==> src/rtl/hazard_pkg.sv <==
// Shared types and defaults for the hazard scoreboard unit.
// Holds the forwarding select encoding and default widths.
package hazard_pkg;

  localparam int HAZ_AW    = 5;
  localparam int HAZ_CNT_W = 32;

  typedef enum logic [1:0] {
    FWD_RF = 2'b00,
    FWD_W  = 2'b01,
    FWD_M  = 2'b10
  } fwd_sel_e;

  // MEM wins over WB when both hold the operand.
  function automatic fwd_sel_e fwd_pick(
    input logic hit_m,
    input logic hit_w
  );
    unique case (1'b1)
      hit_m:   return FWD_M;
      hit_w:   return FWD_W;
      default: return FWD_RF;
    endcase
  endfunction

endpackage

==> src/rtl/hazard_scoreboard_unit_if.sv <==
// Pipeline-side bundle for the hazard scoreboard unit.
// master = datapath side, slave = hazard unit side.
interface hazard_scoreboard_unit_if
  import hazard_pkg::*;
#(
  parameter int AW    = HAZ_AW,
  parameter int CNT_W = HAZ_CNT_W
) ();

  logic [AW-1:0]    Rs1D, Rs2D, RdD;
  logic             RegWriteD, LongOpD;
  logic [AW-1:0]    Rs1E, Rs2E, RdE;
  logic             MemReadE, LongOpE, PCSrcE;
  logic [AW-1:0]    RdM, RdW;
  logic             RegWriteM, RegWriteW;

  logic             StallF, StallD;
  logic             FlushD, FlushE;
  logic [1:0]       ForwardAE, ForwardBE;
  logic             LongBusy;
  logic [AW-1:0]    LongRd;
  logic             LongDone;
  logic [CNT_W-1:0] StallCnt, FlushCnt, LongCnt;

  modport master (
    output Rs1D, Rs2D, RdD, RegWriteD, LongOpD,
    output Rs1E, Rs2E, RdE, MemReadE, LongOpE, PCSrcE,
    output RdM, RegWriteM, RdW, RegWriteW,
    input  StallF, StallD, FlushD, FlushE,
    input  ForwardAE, ForwardBE,
    input  LongBusy, LongRd, LongDone,
    input  StallCnt, FlushCnt, LongCnt
  );

  modport slave (
    input  Rs1D, Rs2D, RdD, RegWriteD, LongOpD,
    input  Rs1E, Rs2E, RdE, MemReadE, LongOpE, PCSrcE,
    input  RdM, RegWriteM, RdW, RegWriteW,
    output StallF, StallD, FlushD, FlushE,
    output ForwardAE, ForwardBE,
    output LongBusy, LongRd, LongDone,
    output StallCnt, FlushCnt, LongCnt
  );

endinterface

==> src/rtl/hazard_scoreboard_unit_long_op_tracker.sv <==
// Single-entry scoreboard for one in-flight MUL/DIV op.
// Done pulses in the last busy cycle; reset drops the op.
module long_op_tracker
  import hazard_pkg::*;
#(
  parameter int AW     = HAZ_AW,
  parameter int MD_LAT = 4
) (
  input  logic          clk,
  input  logic          reset,
  input  logic          i_issue,
  input  logic          i_long_op,
  input  logic [AW-1:0] i_rd,
  output logic          o_busy,
  output logic [AW-1:0] o_rd,
  output logic          o_done
);

  localparam int CW = (MD_LAT > 1) ? $clog2(MD_LAT) : 1;

  logic          r_busy;
  logic [CW-1:0] r_cnt;
  logic [AW-1:0] r_rd;
  logic          w_done;

  assign w_done = r_busy && (r_cnt == '0);

  // Accept an issue when idle, count down, retire on done.
  always_ff @(posedge clk) begin
    if (reset) begin
      r_busy <= 1'b0;
      r_cnt  <= '0;
      r_rd   <= '0;
    end else if (!r_busy) begin
      if (i_issue) begin
        r_busy <= 1'b1;
        r_rd   <= i_rd;
        r_cnt  <= CW'(MD_LAT - 1);
      end
    end else if (w_done) begin
      r_busy <= 1'b0;
    end else begin
      r_cnt <= r_cnt - 1'b1;
    end
  end

  assign o_busy = r_busy;
  assign o_rd   = r_rd;
  assign o_done = w_done;

  a_no_issue_busy: assert property (
    @(posedge clk) disable iff (reset)
    !(r_busy && i_long_op)
  ) else $error("long op issued while tracker busy");

endmodule

==> src/rtl/hazard_scoreboard_unit.sv <==
// Hazard control for the 5-stage pipe: forwarding, load-use,
// long-op scoreboard, branch flush. Counters: HAZ_PERF_CNT_EN.
module hazard_scoreboard_unit
  import hazard_pkg::*;
#(
  parameter int AW       = HAZ_AW,
  parameter int LOAD_LAT = 1,
  parameter int MD_LAT   = 4,
  parameter int CNT_W    = HAZ_CNT_W
) (
  input  logic                    clk,
  input  logic                    reset,
  hazard_scoreboard_unit_if.slave bus
);

  localparam int LUW = (LOAD_LAT > 1) ? $clog2(LOAD_LAT) : 1;

  logic           w_hit_ma, w_hit_wa;
  logic           w_hit_mb, w_hit_wb;
  fwd_sel_e       w_fwd_a, w_fwd_b;
  logic           w_lu_hit, w_lu_act;
  logic [LUW-1:0] r_lu_cnt;
  logic           w_busy, w_done;
  logic [AW-1:0]  w_long_rd;
  logic           w_lrd_nz;
  logic           w_raw, w_waw;
  logic           w_long_stall;
  logic           w_stall;
  logic           w_stall_fd;
  logic           w_flush_e;
  logic           w_issue;

  assign w_hit_ma = bus.RegWriteM && (bus.RdM != '0)
                 && (bus.RdM == bus.Rs1E);
  assign w_hit_wa = bus.RegWriteW && (bus.RdW != '0)
                 && (bus.RdW == bus.Rs1E);
  assign w_hit_mb = bus.RegWriteM && (bus.RdM != '0)
                 && (bus.RdM == bus.Rs2E);
  assign w_hit_wb = bus.RegWriteW && (bus.RdW != '0)
                 && (bus.RdW == bus.Rs2E);

  // Pick EX operand sources, MEM before WB.
  always_comb begin
    w_fwd_a = fwd_pick(w_hit_ma, w_hit_wa);
    w_fwd_b = fwd_pick(w_hit_mb, w_hit_wb);
  end

  assign w_lu_hit = bus.MemReadE && (bus.RdE != '0)
                 && ((bus.RdE == bus.Rs1D)
                  || (bus.RdE == bus.Rs2D));
  assign w_lu_act = r_lu_cnt != '0;

  // Count the extra load-use bubbles; a branch cancels them.
  always_ff @(posedge clk) begin
    if (reset) begin
      r_lu_cnt <= '0;
    end else if (bus.PCSrcE) begin
      r_lu_cnt <= '0;
    end else if (w_lu_act) begin
      r_lu_cnt <= r_lu_cnt - 1'b1;
    end else if (w_lu_hit) begin
      r_lu_cnt <= LUW'(LOAD_LAT - 1);
    end
  end

  assign w_lrd_nz = w_long_rd != '0;
  assign w_raw = w_lrd_nz
              && ((bus.Rs1D == w_long_rd)
               || (bus.Rs2D == w_long_rd));
  assign w_waw = w_lrd_nz && bus.RegWriteD
              && (bus.RdD == w_long_rd);
  assign w_long_stall = w_busy
                     && (w_raw || w_waw || bus.LongOpD);

  assign w_stall    = w_lu_hit || w_lu_act || w_long_stall;
  assign w_stall_fd = w_stall && !bus.PCSrcE;
  assign w_flush_e  = w_stall || bus.PCSrcE;
  assign w_issue    = bus.LongOpE && !w_flush_e;

  long_op_tracker #(
    .AW     (AW),
    .MD_LAT (MD_LAT)
  ) u_long (
    .clk       (clk),
    .reset     (reset),
    .i_issue   (w_issue),
    .i_long_op (bus.LongOpE),
    .i_rd      (bus.RdE),
    .o_busy    (w_busy),
    .o_rd      (w_long_rd),
    .o_done    (w_done)
  );

  assign bus.StallF    = w_stall_fd;
  assign bus.StallD    = w_stall_fd;
  assign bus.FlushD    = bus.PCSrcE;
  assign bus.FlushE    = w_flush_e;
  assign bus.ForwardAE = w_fwd_a;
  assign bus.ForwardBE = w_fwd_b;
  assign bus.LongBusy  = w_busy;
  assign bus.LongRd    = w_long_rd;
  assign bus.LongDone  = w_done;

`ifdef HAZ_PERF_CNT_EN
  logic [CNT_W-1:0] r_stall_cnt, r_flush_cnt, r_long_cnt;
  logic             w_accept;

  assign w_accept = w_issue && !w_busy;

  // Saturating event counters.
  always_ff @(posedge clk) begin
    if (reset) begin
      r_stall_cnt <= '0;
      r_flush_cnt <= '0;
      r_long_cnt  <= '0;
    end else begin
      if (w_stall_fd && !(&r_stall_cnt))
        r_stall_cnt <= r_stall_cnt + 1'b1;
      if (bus.PCSrcE && !(&r_flush_cnt))
        r_flush_cnt <= r_flush_cnt + 1'b1;
      if (w_accept && !(&r_long_cnt))
        r_long_cnt <= r_long_cnt + 1'b1;
    end
  end

  assign bus.StallCnt = r_stall_cnt;
  assign bus.FlushCnt = r_flush_cnt;
  assign bus.LongCnt  = r_long_cnt;
`else
  assign bus.StallCnt = '0;
  assign bus.FlushCnt = '0;
  assign bus.LongCnt  = '0;
`endif

endmodule

==> src/flat_wrapper.sv <==
// flat-port wrapper written by rule: the top's interface ports become plain ports
module hazard_scoreboard_unit_flat import hazard_pkg::*;
#(
  parameter int AW       = HAZ_AW,
  parameter int LOAD_LAT = 1,
  parameter int MD_LAT   = 4,
  parameter int CNT_W    = HAZ_CNT_W
)
  (clk, reset, bus_Rs1D, bus_Rs2D, bus_RdD, bus_RegWriteD, bus_LongOpD, bus_Rs1E, bus_Rs2E, bus_RdE, bus_MemReadE, bus_LongOpE, bus_PCSrcE, bus_RdM, bus_RegWriteM, bus_RdW, bus_RegWriteW, bus_StallF, bus_StallD, bus_FlushD, bus_FlushE, bus_ForwardAE, bus_ForwardBE, bus_LongBusy, bus_LongRd, bus_LongDone, bus_StallCnt, bus_FlushCnt, bus_LongCnt);
  hazard_scoreboard_unit_if #(.AW(AW), .CNT_W(CNT_W)) bus_i ();
  input  logic clk;
  input  logic reset;
  input wire logic [$bits(bus_i.Rs1D)-1:0] bus_Rs1D;
  input wire logic [$bits(bus_i.Rs2D)-1:0] bus_Rs2D;
  input wire logic [$bits(bus_i.RdD)-1:0] bus_RdD;
  input wire logic [$bits(bus_i.RegWriteD)-1:0] bus_RegWriteD;
  input wire logic [$bits(bus_i.LongOpD)-1:0] bus_LongOpD;
  input wire logic [$bits(bus_i.Rs1E)-1:0] bus_Rs1E;
  input wire logic [$bits(bus_i.Rs2E)-1:0] bus_Rs2E;
  input wire logic [$bits(bus_i.RdE)-1:0] bus_RdE;
  input wire logic [$bits(bus_i.MemReadE)-1:0] bus_MemReadE;
  input wire logic [$bits(bus_i.LongOpE)-1:0] bus_LongOpE;
  input wire logic [$bits(bus_i.PCSrcE)-1:0] bus_PCSrcE;
  input wire logic [$bits(bus_i.RdM)-1:0] bus_RdM;
  input wire logic [$bits(bus_i.RegWriteM)-1:0] bus_RegWriteM;
  input wire logic [$bits(bus_i.RdW)-1:0] bus_RdW;
  input wire logic [$bits(bus_i.RegWriteW)-1:0] bus_RegWriteW;
  output wire logic [$bits(bus_i.StallF)-1:0] bus_StallF;
  output wire logic [$bits(bus_i.StallD)-1:0] bus_StallD;
  output wire logic [$bits(bus_i.FlushD)-1:0] bus_FlushD;
  output wire logic [$bits(bus_i.FlushE)-1:0] bus_FlushE;
  output wire logic [$bits(bus_i.ForwardAE)-1:0] bus_ForwardAE;
  output wire logic [$bits(bus_i.ForwardBE)-1:0] bus_ForwardBE;
  output wire logic [$bits(bus_i.LongBusy)-1:0] bus_LongBusy;
  output wire logic [$bits(bus_i.LongRd)-1:0] bus_LongRd;
  output wire logic [$bits(bus_i.LongDone)-1:0] bus_LongDone;
  output wire logic [$bits(bus_i.StallCnt)-1:0] bus_StallCnt;
  output wire logic [$bits(bus_i.FlushCnt)-1:0] bus_FlushCnt;
  output wire logic [$bits(bus_i.LongCnt)-1:0] bus_LongCnt;
  assign bus_i.Rs1D = bus_Rs1D;
  assign bus_i.Rs2D = bus_Rs2D;
  assign bus_i.RdD = bus_RdD;
  assign bus_i.RegWriteD = bus_RegWriteD;
  assign bus_i.LongOpD = bus_LongOpD;
  assign bus_i.Rs1E = bus_Rs1E;
  assign bus_i.Rs2E = bus_Rs2E;
  assign bus_i.RdE = bus_RdE;
  assign bus_i.MemReadE = bus_MemReadE;
  assign bus_i.LongOpE = bus_LongOpE;
  assign bus_i.PCSrcE = bus_PCSrcE;
  assign bus_i.RdM = bus_RdM;
  assign bus_i.RegWriteM = bus_RegWriteM;
  assign bus_i.RdW = bus_RdW;
  assign bus_i.RegWriteW = bus_RegWriteW;
  assign bus_StallF = bus_i.StallF;
  assign bus_StallD = bus_i.StallD;
  assign bus_FlushD = bus_i.FlushD;
  assign bus_FlushE = bus_i.FlushE;
  assign bus_ForwardAE = bus_i.ForwardAE;
  assign bus_ForwardBE = bus_i.ForwardBE;
  assign bus_LongBusy = bus_i.LongBusy;
  assign bus_LongRd = bus_i.LongRd;
  assign bus_LongDone = bus_i.LongDone;
  assign bus_StallCnt = bus_i.StallCnt;
  assign bus_FlushCnt = bus_i.FlushCnt;
  assign bus_LongCnt = bus_i.LongCnt;
  hazard_scoreboard_unit #(.AW(AW), .LOAD_LAT(LOAD_LAT), .MD_LAT(MD_LAT), .CNT_W(CNT_W)) u_core (.clk(clk), .reset(reset), .bus(bus_i));
endmodule
==> config.mk <==
export PLATFORM = sky130hd
export DESIGN_NAME = hazard_scoreboard_unit_flat
export DESIGN_NICKNAME = d
export VERILOG_FILES = /design/src/rtl/hazard_pkg.sv /design/src/rtl/hazard_scoreboard_unit_if.sv /design/src/rtl/hazard_scoreboard_unit_long_op_tracker.sv /design/src/rtl/hazard_scoreboard_unit.sv /design/src/flat_wrapper.sv
export SDC_FILE = /design/constraint.sdc
export NUM_CORES = 1
export LEC_CHECK = 0
export CORE_ASPECT_RATIO = 1.5
export CORE_MARGIN = 4
export CORE_UTILIZATION = 34
export CTS_BUF_LIST = sky130_fd_sc_hd__clkbuf_16
export CTS_CLUSTER_SIZE = 30
export DETAILED_ROUTE_END_ITERATION = 8
export PLACE_DENSITY = 0.89
export SLEW_MARGIN = 15
export SYNTH_ARGS = -nofsm -noshare
export SYNTH_HDL_FRONTEND = slang
export SYNTH_SLANG_ARGS = --single-unit
export TNS_END_PERCENT = 1
==> constraint.sdc <==
create_clock -name clk -period 4.9 [get_ports clk]
set_input_delay 0.98 -clock clk [delete_from_list [all_inputs] [get_ports clk]]
set_output_delay 0.98 -clock clk [all_outputs]
set_load 0.05 [all_outputs]
* Word level (Yosys, flattened, before mapping)
Index checks and enable logic that the tools add are counted.
** Cells by class
- Add/subtract/negate cells :: 2
- Equal/unequal tests :: 10
- Mux-type cells :: 8
- Bitwise logic cells :: 2
- Reduce and logical (&&, ||, !) cells :: 33
** Operator list (number)
- 5-bit == test :: 9
- 5-bit nonzero test :: 4
- 1-bit logical AND :: 15
- 2-bit one-hot mux with 2 select lines :: 2
- 1-bit logical OR :: 7
- 2-bit two-way mux :: 3
- 2-bit AND reduction :: 2
- 1-bit two-way mux :: 3
- 3-bit OR reduction :: 1
- 1-bit logical NOT :: 2
- 2-bit logical NOT :: 1
- 2-bit inequality test, second input constant :: 1
- 1-bit inverter :: 2
- 2-bit nonzero test :: 1
- 2-bit by 1-bit subtractor with 2-bit output, second input constant :: 1
- 1-bit subtractor, second input constant :: 1
** Storage, ports and cells
- Register bits :: 9
- Input bits :: 49
- Output and inout bits :: 111
- Word-level logic and storage cells :: 59

* Longest topological paths before layout
- Depth after elaboration :: 12
- Depth in mapped cells :: 6
- Depth with buffers taken out :: 5

* By module
From an unflattened synthesis, not the netlist that was laid out.
** Unflattened totals
- Cell total of the unflattened synthesis :: 208
- Area, all modules :: 1676.6 um^2
** Modules (own cells, without submodules)
- hazard_scoreboard_unit :: times used 1, cells each 177, area an instance 1343.8 um^2, sequential area each 20.0 um^2
- long_op_tracker :: times used 1, cells each 31, area an instance 332.8 um^2, sequential area each 160.2 um^2

* Least setup slack after synthesis
No wires, ideal clock.
- Path type :: in2out
- Start :: input bus_RdD[3]
- End :: output bus_StallF
- Data arrival time :: 2.893 ns
- Data required time :: 3.920 ns
- Setup slack :: 1.027 ns
- Stages :: 6
- Buffers on the path :: 1
- Cell sequence :: xor2_1 -> nor4_1 -> a31oi_1 -> a31o_2 -> a21oi_1 -> buf_4
** Between the ends
- Word-level cells in the longest chain between the ends :: 7
** Ends and longest elaborated chain
- from (decl) :: line flat_wrapper.sv:15 : input wire logic [$bits(bus_i.RdD)-1:0] bus_RdD;
- 5-bit == test :: line hazard_scoreboard_unit.sv:71 : && (bus.RdD == w_long_rd);
- 1-bit logical AND :: line hazard_scoreboard_unit.sv:71
- 1-bit logical OR (2 in series) :: line hazard_scoreboard_unit.sv:73 : && (w_raw || w_waw || bus.LongOpD);
- 1-bit logical AND :: line hazard_scoreboard_unit.sv:73
- 1-bit logical OR :: line hazard_scoreboard_unit.sv:75 : assign w_stall = w_lu_hit || w_lu_act || w_long_stall;
- 1-bit logical AND :: line hazard_scoreboard_unit.sv:76 : assign w_stall_fd = w_stall && !bus.PCSrcE;
- to (decl) :: line flat_wrapper.sv:28 : output wire logic [$bits(bus_i.StallF)-1:0] bus_StallF;
No other way between the ends.

* Worst setup path in the final report
- Start :: input bus_RdE[1]
- End :: output bus_StallF
** Between the ends
- Word-level cells in the longest chain between the ends :: 6
- Elaborated cells between the ends (all ways) :: 9
- Those cells by class :: eq/ne: 2; reduce/logical: 7
** Ends and longest elaborated chain
- from (decl) :: line flat_wrapper.sv:20 : input wire logic [$bits(bus_i.RdE)-1:0] bus_RdE;
- 5-bit == test (tied with other cells) :: line hazard_scoreboard_unit.sv:49 : && ((bus.RdE == bus.Rs1D)
- 1-bit logical OR / 1-bit logical AND (equally long branches) :: line hazard_scoreboard_unit.sv:50, hazard_scoreboard_unit.sv:48
- 1-bit logical AND * :: line hazard_scoreboard_unit.sv:49
- 1-bit logical OR * (2 in series) :: line hazard_scoreboard_unit.sv:75
- 1-bit logical AND * :: line hazard_scoreboard_unit.sv:76
Every way passes the cells marked *; elsewhere a longest branch is shown, timed or not.

==> results.sh <==
export IMPL_run_status="complete, no violations"
export IMPL_detailed_place_hpwl_microns=3700
export IMPL_ys_top_cells_by_area="sky130_fd_sc_hd__buf_4 (43%), sky130_fd_sc_hd__xnor2_1 (14%), sky130_fd_sc_hd__dfxtp_1 (11%)"
export IMPL_min_path_type="reg -> reg"
export IMPL_yosysWarningCount=0
export IMPL_power_share_sequential_pct=15.7
export IMPL_cp_arrival_ns=3.33
export IMPL_end_kind="output pin"
export IMPL_clkLatencyLatePin_ns=0.24
export IMPL_post_synth_top_area_fraction_pct=43.0
export IMPL_path_clk_slew_ns=0.04
export IMPL_synth_largest_area_cell="sky130_fd_sc_hd__buf_4"
export IMPL_critical_path_max_fanout=4
export IMPL_fp_row_count=31
export IMPL_wl_met3_microns=674
export IMPL_grt_start_max_net_pins=14
export IMPL_wirelength_met1_microns=1130
export IMPL_worst_setup_path_start_kind="input pin"
export IMPL_number_of_global_route_vias_before_repair=1317
export IMPL_synth_common_cells="sky130_fd_sc_hd__buf_4 (98), sky130_fd_sc_hd__xnor2_1 (27), sky130_fd_sc_hd__xor2_1 (18), sky130_fd_sc_hd__dfxtp_1 (9), sky130_fd_sc_hd__nand2b_1 (9)"
export IMPL_max_slew_worst_pin_slew_ns=0.522
export IMPL_grt_remaining_overflow=0
export IMPL_routed_via_count=1348
export IMPL_final_util_pct=43.8
export IMPL_antenna_violations_before_repair=0
export IMPL_postSynthRegisterBits=9
export IMPL_cts_sinks=9
export IMPL_syn_area_per_cell_sq_um=8.08
export IMPL_dpl_instance_area_sq_um=2050
export IMPL_final_hold_violation_count=0
export IMPL_via_per_inst=3.94
export IMPL_chipWidth_microns=66.0
export IMPL_finalHoldWorstSlack_ns=0.484
export IMPL_power_switching_mw=0.265
export IMPL_fin_nets=327
export IMPL_drive_above_1_share_pct=3.26
export IMPL_synth_most_common_cell="sky130_fd_sc_hd__buf_4"
export IMPL_setup_viol_count_final=0
export IMPL_maxUsedRoutingLayer="met4"
export IMPL_die_height_microns=94.9
export IMPL_synth_ff_type="sky130_fd_sc_hd__dfxtp_1"
export IMPL_number_of_violations_reported_at_the_end_of_detailed_routing_iteration_0=13
export IMPL_cp_slowest_stage_delay_ns=0.71
export IMPL_max_slew_margin_pct=65.1
export IMPL_vdd_drop_max_mv=0.157
export IMPL_worstHoldEndpoint="u_core.u_long.r_cnt[1]$_SDFFE_PP0P_"
export IMPL_postRouteWirelength_microns=4170
export IMPL_gp_congestion=0.843
export IMPL_fin_worst_skew_ns=0.00174
export IMPL_yosys_cell_types_count=30
export IMPL_count_of_inserted_antenna_diode_cells=0
export IMPL_core_sq_um=4850
export IMPL_ys_seq_area_share_pct=10.5
export IMPL_timing_max_cap_violations=0
export IMPL_post_cts_hold_buffer_count=0
export IMPL_cp_required_ns=3.92
export IMPL_finalCritPeriodShare_pct=88.0
export IMPL_cp_top_family="buffers and inverters"
export IMPL_syn_to_final_growth_pct=24.1
export IMPL_fmax_mhz=232
export IMPL_post_route_cell_area_sq_um=2130
export IMPL_route_met2_wl_microns=2240
export IMPL_cts_buffers=3
export IMPL_post_synth_instance_area_sq_um=1710
export IMPL_synth_edff_count=0
export IMPL_floorplan_die_area_sq_um=6260
export IMPL_grt_setup_unrepaired="false"
export IMPL_whs_path_depth=1
export IMPL_cts_root_buf="sky130_fd_sc_hd__clkbuf_16"
export IMPL_launching_point_of_the_worst_reg2reg_path="u_core.r_lu_cnt$_SDFF_PP0_"
export IMPL_cts_root_to_sink_buffers=2
export IMPL_critical_path_slowest_cell="sky130_fd_sc_hd__clkdlybuf4s50_1"
export IMPL_int_power_mw=0.255
export IMPL_top_level_ports=160
export IMPL_initial_utilization_pct=35.3
export IMPL_detail_route_drc_violations=0
export IMPL_power_share_combinational_pct=56.1
export IMPL_path_cells="clkdlybuf4s50_1 -> or4_1 -> o21a_1 -> a21oi_1 -> a21oi_1 -> clkdlybuf4s50_1"
export IMPL_cts_resized=0
export IMPL_antenna_violation_net_count_after_detailed_routing=0
export IMPL_grt_first_pass_wirelength_microns=5730
export IMPL_wire_per_inst_microns=12.2
export IMPL_placed_cells_incl_taps=338
export IMPL_setup_tns_final_ns=0
export IMPL_hold_path_startpoint="u_core.u_long.r_cnt[1]$_SDFFE_PP0P_"
export IMPL_timing_reg2reg_setup_slack_ns=3.23
export IMPL_tritoncts="done"
export IMPL_critPathKind="in -> out"
export IMPL_final_period_minus_worst_setup_slack_ns=4.31
export IMPL_r2r_worst_path_cells=3
export IMPL_grtUsageTotal_pct=12.1
export IMPL_synthArstFlopShare_pct=0
export IMPL_synth_cells=212
export IMPL_firstDrtPassIters=3
export IMPL_leakagePower_nw=0.926
export IMPL_ctsHtreeMaxLevel=1
export IMPL_stdcell_count=342
export IMPL_critical_path_n_buffers_inverters=2
export IMPL_cts_setup_buffers=0
export IMPL_crit_reg2reg_capture="u_core.u_long.o_rd[2]$_SDFFE_PP0P_"
export IMPL_buffer_ports_inserted=63
export IMPL_slew_violations=0
export IMPL_powerDensity_nw_per_um2=245
export IMPL_power_share_switching_pct=50.9
export IMPL_power_share_clock_pct=28.2
[area by class of cell]
type	instances	area (sq um)
clock buffers	3	75.1
clock inverters	1	3.75
fillers	472	2720
inverters	2	7.51
multi-input cells	198	1150
flip-flops and latches	9	180
well taps	66	82.6
repair buffers	63	631
[state kept, by name, summed over array words and instances (netlist names)]
name / flops
u_core.u_long.o_rd: 5
u_core.r_lu_cnt: 1
u_core.u_long.o_busy: 1
u_core.u_long.r_cnt: 2
[per-stage QoR]
stage	worst slack, ns	power (mW)
after global placement	0.632	0.369
after CTS	0.556	0.520
after floorplan	1.03	0.365
after global routing	0.489	0.541
final	0.590	0.520
after detailed placement	0.563	0.372
[power by group through the flow]
| stage | Clock [mW] | Combinational (mW) | Sequential, mW |
|---|---|---|---|
| after floorplan | 0 | 0.277 | 0.0876 |
| after global placement | 0 | 0.286 | 0.0827 |
| after CTS | 0.149 | 0.290 | 0.0817 |
| final | 0.147 | 0.292 | 0.0817 |
| after detailed placement | 0 | 0.289 | 0.0829 |
| after global routing | 0.154 | 0.305 | 0.0821 |
[layer usage]
| layer | vias up | global-route usage (%) |
|---|---|---|
| met5 | - | 0 |
| met4 | 0 | 7.12 |
| met3 | 10 | 3.57 |
| met2 | 129 | 25.3 |
| met1 | 583 | 9.15 |
| li1 | 626 | - |
[worst max path at each step]
stage          startpoint         end  slack, ns  cells past startpoint
3_5_place_dp   bus_RdE[0]  bus_FlushE       0.56                      6
2_1_floorplan  bus_RdD[3]  bus_StallF       1.03                      6
4_1_cts        bus_RdE[0]  bus_StallF       0.56                      6
6_report       bus_RdE[1]  bus_StallF       0.59                      6
5_1_grt        bus_RdE[3]  bus_StallD       0.49                      7
3_3_place_gp   bus_RdE[0]  bus_StallD       0.63                      6
[cells by family (layout without fill, tap and decap cells)]
kind of cell               after synthesis  count (layout)  share of synthesized area [%]
buffers and inverters                  101              69                           43.6
xor gates and xnor gates                45              45                           23.0
and+or+nand+nor                         35              35                           12.4
AOI/OAI and AO/OA                       15              15                           6.58
DFF                                      9               9                           10.5
muxes                                    5               5                           2.92
adders and majority gates                1               1                          0.730
other                                    1              97                          0.219
[cells in the final DEF (no fill, tap or decap), types with 3 or more instances in the layout]
cell type	n
sky130_fd_sc_hd__mux2i_1	5
sky130_fd_sc_hd__xor2_1	18
sky130_fd_sc_hd__or4_1	4
sky130_fd_sc_hd__a21oi_1	4
sky130_fd_sc_hd__nor4_1	5
sky130_fd_sc_hd__clkbuf_16	3
sky130_fd_sc_hd__clkdlybuf4s50_1	63
sky130_fd_sc_hd__xnor2_1	27
sky130_fd_sc_hd__nand3_1	8
sky130_fd_sc_hd__nand2b_1	9
sky130_fd_sc_hd__dfxtp_1	9
sky130_fd_sc_hd__inv_1	3
sky130_fd_sc_hd__conb_1	97
(Power assumes the default switching activity.)
